$ cat config.mk
export PLATFORM = sky130hd
export DESIGN_NAME = instr_sequencer
export DESIGN_NICKNAME = d
export VERILOG_FILES = /design/src/rtl/instr_sequencer.sv
export SDC_FILE = /design/constraint.sdc
export NUM_CORES = 1
export LEC_CHECK = 0
export ABC_CLOCK_PERIOD_IN_PS = 1300
export CORE_MARGIN = 4
export CORE_UTILIZATION = 32
export DETAILED_ROUTE_END_ITERATION = 16
export HOLD_SLACK_MARGIN = 0.1
export PLACE_DENSITY = 0.68
export SETUP_SLACK_MARGIN = 0.2
export SYNTH_ARGS = -nofsm -noshare
export SYNTH_HDL_FRONTEND = slang
export SYNTH_SLANG_ARGS = --single-unit
$ cat constraint.sdc
create_clock -name clk -period 1.3 [get_ports clk]
set_clock_uncertainty 0.05 [all_clocks]
set_input_delay 0.26 -clock clk [delete_from_list [all_inputs] [get_ports clk]]
set_output_delay 0.26 -clock clk [all_outputs]
set_load 0.01 [all_outputs]
$ cat src/rtl/instr_sequencer.sv
// Control sequencer for the 8-bit bus CPU: a six-state one-hot ring (three fetch
// states, then three opcode-dependent execute states) with the datapath control lines decoded from it.
module instr_sequencer (
    input  logic       clk,
    input  logic       rst,
    input  logic       run,
    input  logic       step,
    input  logic [3:0] opcode,
    output logic [5:0] t_state,
    output logic       pc_inc,
    output logic       pc_out,
    output logic       mar_load,
    output logic       ram_out,
    output logic       ir_load,
    output logic       ir_out,
    output logic       a_load,
    output logic       a_out,
    output logic       b_load,
    output logic       alu_out,
    output logic       alu_sub,
    output logic       out_load,
    output logic       halted
);

    localparam logic [3:0] OP_LDA = 4'b0000;
    localparam logic [3:0] OP_ADD = 4'b0001;
    localparam logic [3:0] OP_SUB = 4'b0010;
    localparam logic [3:0] OP_OUT = 4'b1110;
    localparam logic [3:0] OP_HLT = 4'b1111;

    localparam logic [5:0] T1 = 6'b000001;
    localparam logic [5:0] T2 = 6'b000010;
    localparam logic [5:0] T3 = 6'b000100;
    localparam logic [5:0] T4 = 6'b001000;
    localparam logic [5:0] T5 = 6'b010000;
    localparam logic [5:0] T6 = 6'b100000;

    logic [5:0] t_state_reg;
    logic [5:0] t_state_next;
    logic       halted_reg;
    logic       adv;
    logic       halt_now;

    assign adv      = ~halted_reg & (run | step);
    assign halt_now = (t_state_reg == T4) && (opcode == OP_HLT);

    // Ring rotation: each bit takes its lower neighbour, T6 wraps back into T1.
    genvar gi;
    generate
        for (gi = 0; gi < 6; gi++) begin : g_ring
            if (gi == 0) begin : g_wrap
                assign t_state_next[gi] = t_state_reg[5];
            end else begin : g_shift
                assign t_state_next[gi] = t_state_reg[gi-1];
            end
        end
    endgenerate

    always_ff @(posedge clk) begin
        if (rst) begin
            t_state_reg <= T1;
            halted_reg  <= 1'b0;
        end else if (adv) begin
            if (halt_now) begin
                halted_reg <= 1'b1;
            end else begin
                t_state_reg <= t_state_next;
            end
        end
    end

    assign t_state = t_state_reg;
    assign halted  = halted_reg;

    always_comb begin
        pc_inc   = 1'b0;
        pc_out   = 1'b0;
        mar_load = 1'b0;
        ram_out  = 1'b0;
        ir_load  = 1'b0;
        ir_out   = 1'b0;
        a_load   = 1'b0;
        a_out    = 1'b0;
        b_load   = 1'b0;
        alu_out  = 1'b0;
        alu_sub  = 1'b0;
        out_load = 1'b0;
        if (!rst && !halted_reg) begin
            case (t_state_reg)
                T1: begin
                    pc_out   = 1'b1;
                    mar_load = 1'b1;
                end
                T2: pc_inc = 1'b1;
                T3: begin
                    ram_out = 1'b1;
                    ir_load = 1'b1;
                end
                T4: begin
                    if (opcode == OP_LDA || opcode == OP_ADD || opcode == OP_SUB) begin
                        ir_out   = 1'b1;
                        mar_load = 1'b1;
                    end else if (opcode == OP_OUT) begin
                        a_out    = 1'b1;
                        out_load = 1'b1;
                    end
                end
                T5: begin
                    if (opcode == OP_LDA) begin
                        ram_out = 1'b1;
                        a_load  = 1'b1;
                    end else if (opcode == OP_ADD || opcode == OP_SUB) begin
                        ram_out = 1'b1;
                        b_load  = 1'b1;
                    end
                end
                T6: begin
                    if (opcode == OP_ADD || opcode == OP_SUB) begin
                        alu_out = 1'b1;
                        a_load  = 1'b1;
                        alu_sub = (opcode == OP_SUB);
                    end
                end
                default: ;
            endcase
        end
    end

endmodule

======== Word level (Yosys, flattened, before mapping) ========
Index checks and enable logic that the tools add are counted.
storage, ports and cells
  register bits ........................... 7
  input bits .............................. 8
  output and inout port bits .............. 19
  logic and storage cells ................. 56
cells by class
  equal/unequal tests ..................... 10
  multiplexer cells ....................... 30
  bitwise operators ....................... 4
  reductions and logical operators ........ 10
operators by type and width
  operator            count
  $mux 1              27
  $eq 4x4->1 const B  2
  $eq 6x1->1 const B  1
  $eq 6x2->1 const B  1
  $eq 6x3->1 const B  1
  $eq 6x4->1 const B  1
  $eq 6x5->1 const B  1
  $eq 6x6->1 const B  1
  $pmux 1 s2          3
  $eq 4x1->1 const B  1
  $eq 4x2->1 const B  1
  $logic_not 4->1     1
  $reduce_and 2->1    2
  $logic_or 1x1->1    3
  $logic_and 1x1->1   2
  $logic_not 1->1     2
  $not 1->1           2
  $and 1x1->1         1
  $or 1x1->1          1

======== Depth between registers and ports, before layout ========
  word-level depth ........................ 6
  gate-level depth with buffers ........... 4
  depth with buffers taken out ............ 4

======== Worst setup path after synthesis ========
OpenSTA, ideal clock, no wires.
  path kind ............................... reg-to-output
  start point ............................. register t_state_reg[3] (netlist: t_state[3])
  end point ............................... output port alu_sub
  data arrival time ....................... 1275 ps
  required time ........................... 990 ps
  slack ................................... -285 ps
  cell stages (with the launch flop) ...... 5
  path buffers ............................ 0
  cells stage by stage .................... dfxtp_1 -> nor4_2 -> and2_1 -> nand3b_1 -> and4bb_1
on the way
  longest elaborated chain between the ends .. 3
ends and longest elaborated chain
  element                   RTL line  source
  start: declaration        38        logic [5:0] t_state_reg;
  start signal: assignment  67        t_state_reg <= t_state_next;
  $eq 6x6->1                89        case (t_state_reg)
  $mux 1                    89
  $mux 1                    88        if (!rst && !halted_reg) begin
  end: declaration          20        output logic alu_sub,
Every way passes these cells.

======== Worst setup path in the final report ========
  start point ............................. register t_state_reg[1] (netlist: t_state[1])
  end point ............................... output port alu_sub
The elaborated chain is that of the path after synthesis.

==> flow_summary.json <==
{
  "avgRoutedWirePerCell_um": 15.59,
  "overflow": 0,
  "drt-pass1-iter-count": 4,
  "die_x_um": 46.55,
  "core-area_mm2": 0.001350,
  "fin_tns_setup_ns": -5.671,
  "violations": "setup timing",
  "synth_area_leaders": "dfxtp_1 (29%), nor2_1 (7.9%), mux2i_1 (6.3%)",
  "synth.cell_area_um2": 475.5,
  "clockRootBuffer": "clkbuf_4",
  "largest_reg_flops": 6,
  "cts_tree": "yes",
  "peakVddDrop_mv": 0.5364,
  "criticalPathCategory": "reg2out",
  "row_count": 13,
  "dpl-instance-area_um2": 944.7,
  "antenna_found_initial": 0,
  "synth_top_cell_area_share_pct": 29.47,
  "start_kind": "register",
  "p_int_w": 0.0004801,
  "clk_pin_slew_ns": 0.05,
  "portBuffers": 26,
  "synth.most_common_cell": "nor2_1",
  "design_area_mm2": 0.001110,
  "final_core_util_pct": 82.21,
  "finalHoldViolCount": 0,
  "synth_edf_count": 0,
  "drt-total-wl_mm": 1.995,
  "ys_types": 29,
  "slew_headroom_pct": 85.65,
  "synthCells": 59,
  "path_max_fanout": 3,
  "vias": 679,
  "p_sw_share_pct": 29.52,
  "cp.required_ns": 0.99,
  "grt_max_degree": 13,
  "final_nets": 122,
  "syn_nets": 67,
  "powerDensity_mw_per_mm2": 613.9,
  "io_pins": 27,
  "clock.fmax_mhz": 534.3,
  "clockBufferDepth": 2,
  "cap_viol_max_count": 0,
  "synth_top_flop_cell": "dfxtp_1",
  "ys_seq_elements": 7,
  "period_share_pct": 144.0,
  "h-tree-depth": 1,
  "die_area_mm2": 0.002166,
  "diodes": 0,
  "die_h_um": 46.55,
  "yosys_warnings": 0,
  "viasPerCell": 5.305,
  "switching_power_w": 0.0002011,
  "pwr-share-clk_pct": 29.6,
  "area_growth_pct": 133.4,
  "postRouteAntennaNets": 0,
  "start_util_pct": 35.22,
  "cts-hold-fix-buffers": 0,
  "grt_pass1_vias": 614,
  "drv_slew": 0,
  "status": "finished, violations left",
  "syn_avg_cell_area_um2": 8.059,
  "p_leak_nw": 0.5195,
  "drive_gt1_share_pct": 66.37,
  "setup_ws_ns": -0.5717,
  "synth_top_area_cell": "dfxtp_1",
  "hpwl_mm": 1.253,
  "synthArstFlopShare_pct": 0,
  "seq_power_share_pct": 33.9,
  "grt_usage_pct": 17.74,
  "rsz0062_at_grt": "true",
  "grt_pass1_wl_mm": 2.718,
  "place_congestion": 0.8041,
  "numCtsBuffers": 3,
  "seq_area_frac_synth_pct": 29.47,
  "insertion_delay_ns": 0.26,
  "combinationalPowerShare_pct": 36.5,
  "drt_iter0_drc": 9,
  "hold_class": "in2reg",
  "report.final.setup_viol": 18,
  "holdWs_ns": 0.5365,
  "tightest_slew_ns": 0.2145,
  "netlist_top_cells_count": "nor2_1 (10), dfxtp_1 (7), nand2b_1 (4)",
  "crit_arrival_ns": 1.56,
  "drc": 0,
  "worstSetupEndpointType": "output pin",
  "fin_crit_ns": 1.872,
  "total_power_w": 0.0006813,
  "cts_sinks": 7
}
-- final timing paths --
path | startpoint | end | slack, ns | cells after the start
worst max register to register | t_state[1]$_SDFFE_PP0P_ | t_state[0]$_SDFFE_PP1P_ | -0.24 | 7
worst max-delay path | t_state[1]$_SDFFE_PP0P_ | alu_sub | -0.57 | 5
worst min register to register | t_state[5]$_SDFFE_PP0P_ | t_state[5]$_SDFFE_PP0P_ | 0.59 | 3
worst min-delay path | rst | t_state[1]$_SDFFE_PP0P_ | 0.54 | 3
-- layout by cell type (no fill, tap or decap), types with 2 or more instances in the layout --
master           synthesis  final
mux2i_1                  3      3
buf_2                    0     10
nor2_2                   0      3
o21ai_1                  1      2
dfxtp_2                  0      3
nand2_1                  3      2
buf_6                    0     26
dlygate4sd2_1            0      5
buf_4                    1      8
nand2b_1                 4      3
dfxtp_4                  0      4
nor2_4                   0      2
clkdlybuf4s50_1          0      2
nand3b_1                 3      3
nor2_1                  10      5
clkbuf_4                 0      3
-- cell type report --
cell class              count  area [um2]
multi-input cells          49       421.7
well taps                  15       18.77
fillers                    79       240.2
flip-flops and latches      7       158.9
inverters                   1       6.256
clock buffers               4       26.28
repair buffers             52       478.0
-- routing by layer --
layer / GRT usage (%) / share of wire (%)
met1: 20.83 / 40
met2: 30.77 / 50
met3: 3.516 / 7.7
met4: 7.386 / 2.0
met5: 0 / 0
-- per-stage QoR --
stage                     instances  setup WS (ns)
after floorplan                  59        -0.1933
after global placement          115         -1.084
after detailed placement        115         -1.133
after CTS                       123        -0.5622
after global routing            128        -0.6913
final                           128        -0.5717
-- logic make-up after synthesis --
kind of cell              synth area share, %
and+or+nand+nor                         47.11
AOI/OAI and AO/OA                       12.10
DFF                                     29.47
muxes                                   6.316
buffers and inverters                   3.157
xor gates and xnor gates                1.842
-- repair_timing --
item / in CTS / in global routing
resized for setup: 108 / 11
endpoints found under the setup margin: 26 / 25
pin swaps: 9 / 3
buffers inserted: 4 / 5
-- power by group through the flow --
stage          combinational (W)  clock (W)  sequential (W)
3_5_place_dp            0.000192          0        0.000235
2_1_floorplan          0.0000685          0        0.000244
5_1_grt                 0.000267   0.000223        0.000233
3_3_place_gp            0.000191          0        0.000234
6_report                0.000249   0.000201        0.000231
4_1_cts                 0.000214   0.000204        0.000230
-- critical path, stage by stage (launching register included) --
cell      delay (ns)
dfxtp_2         0.33
nor4_4          0.25
and2_1          0.18
nand3b_1        0.13
and4bb_1        0.29
buf_2           0.13
Note: power is estimated with default switching activity, not from simulation.
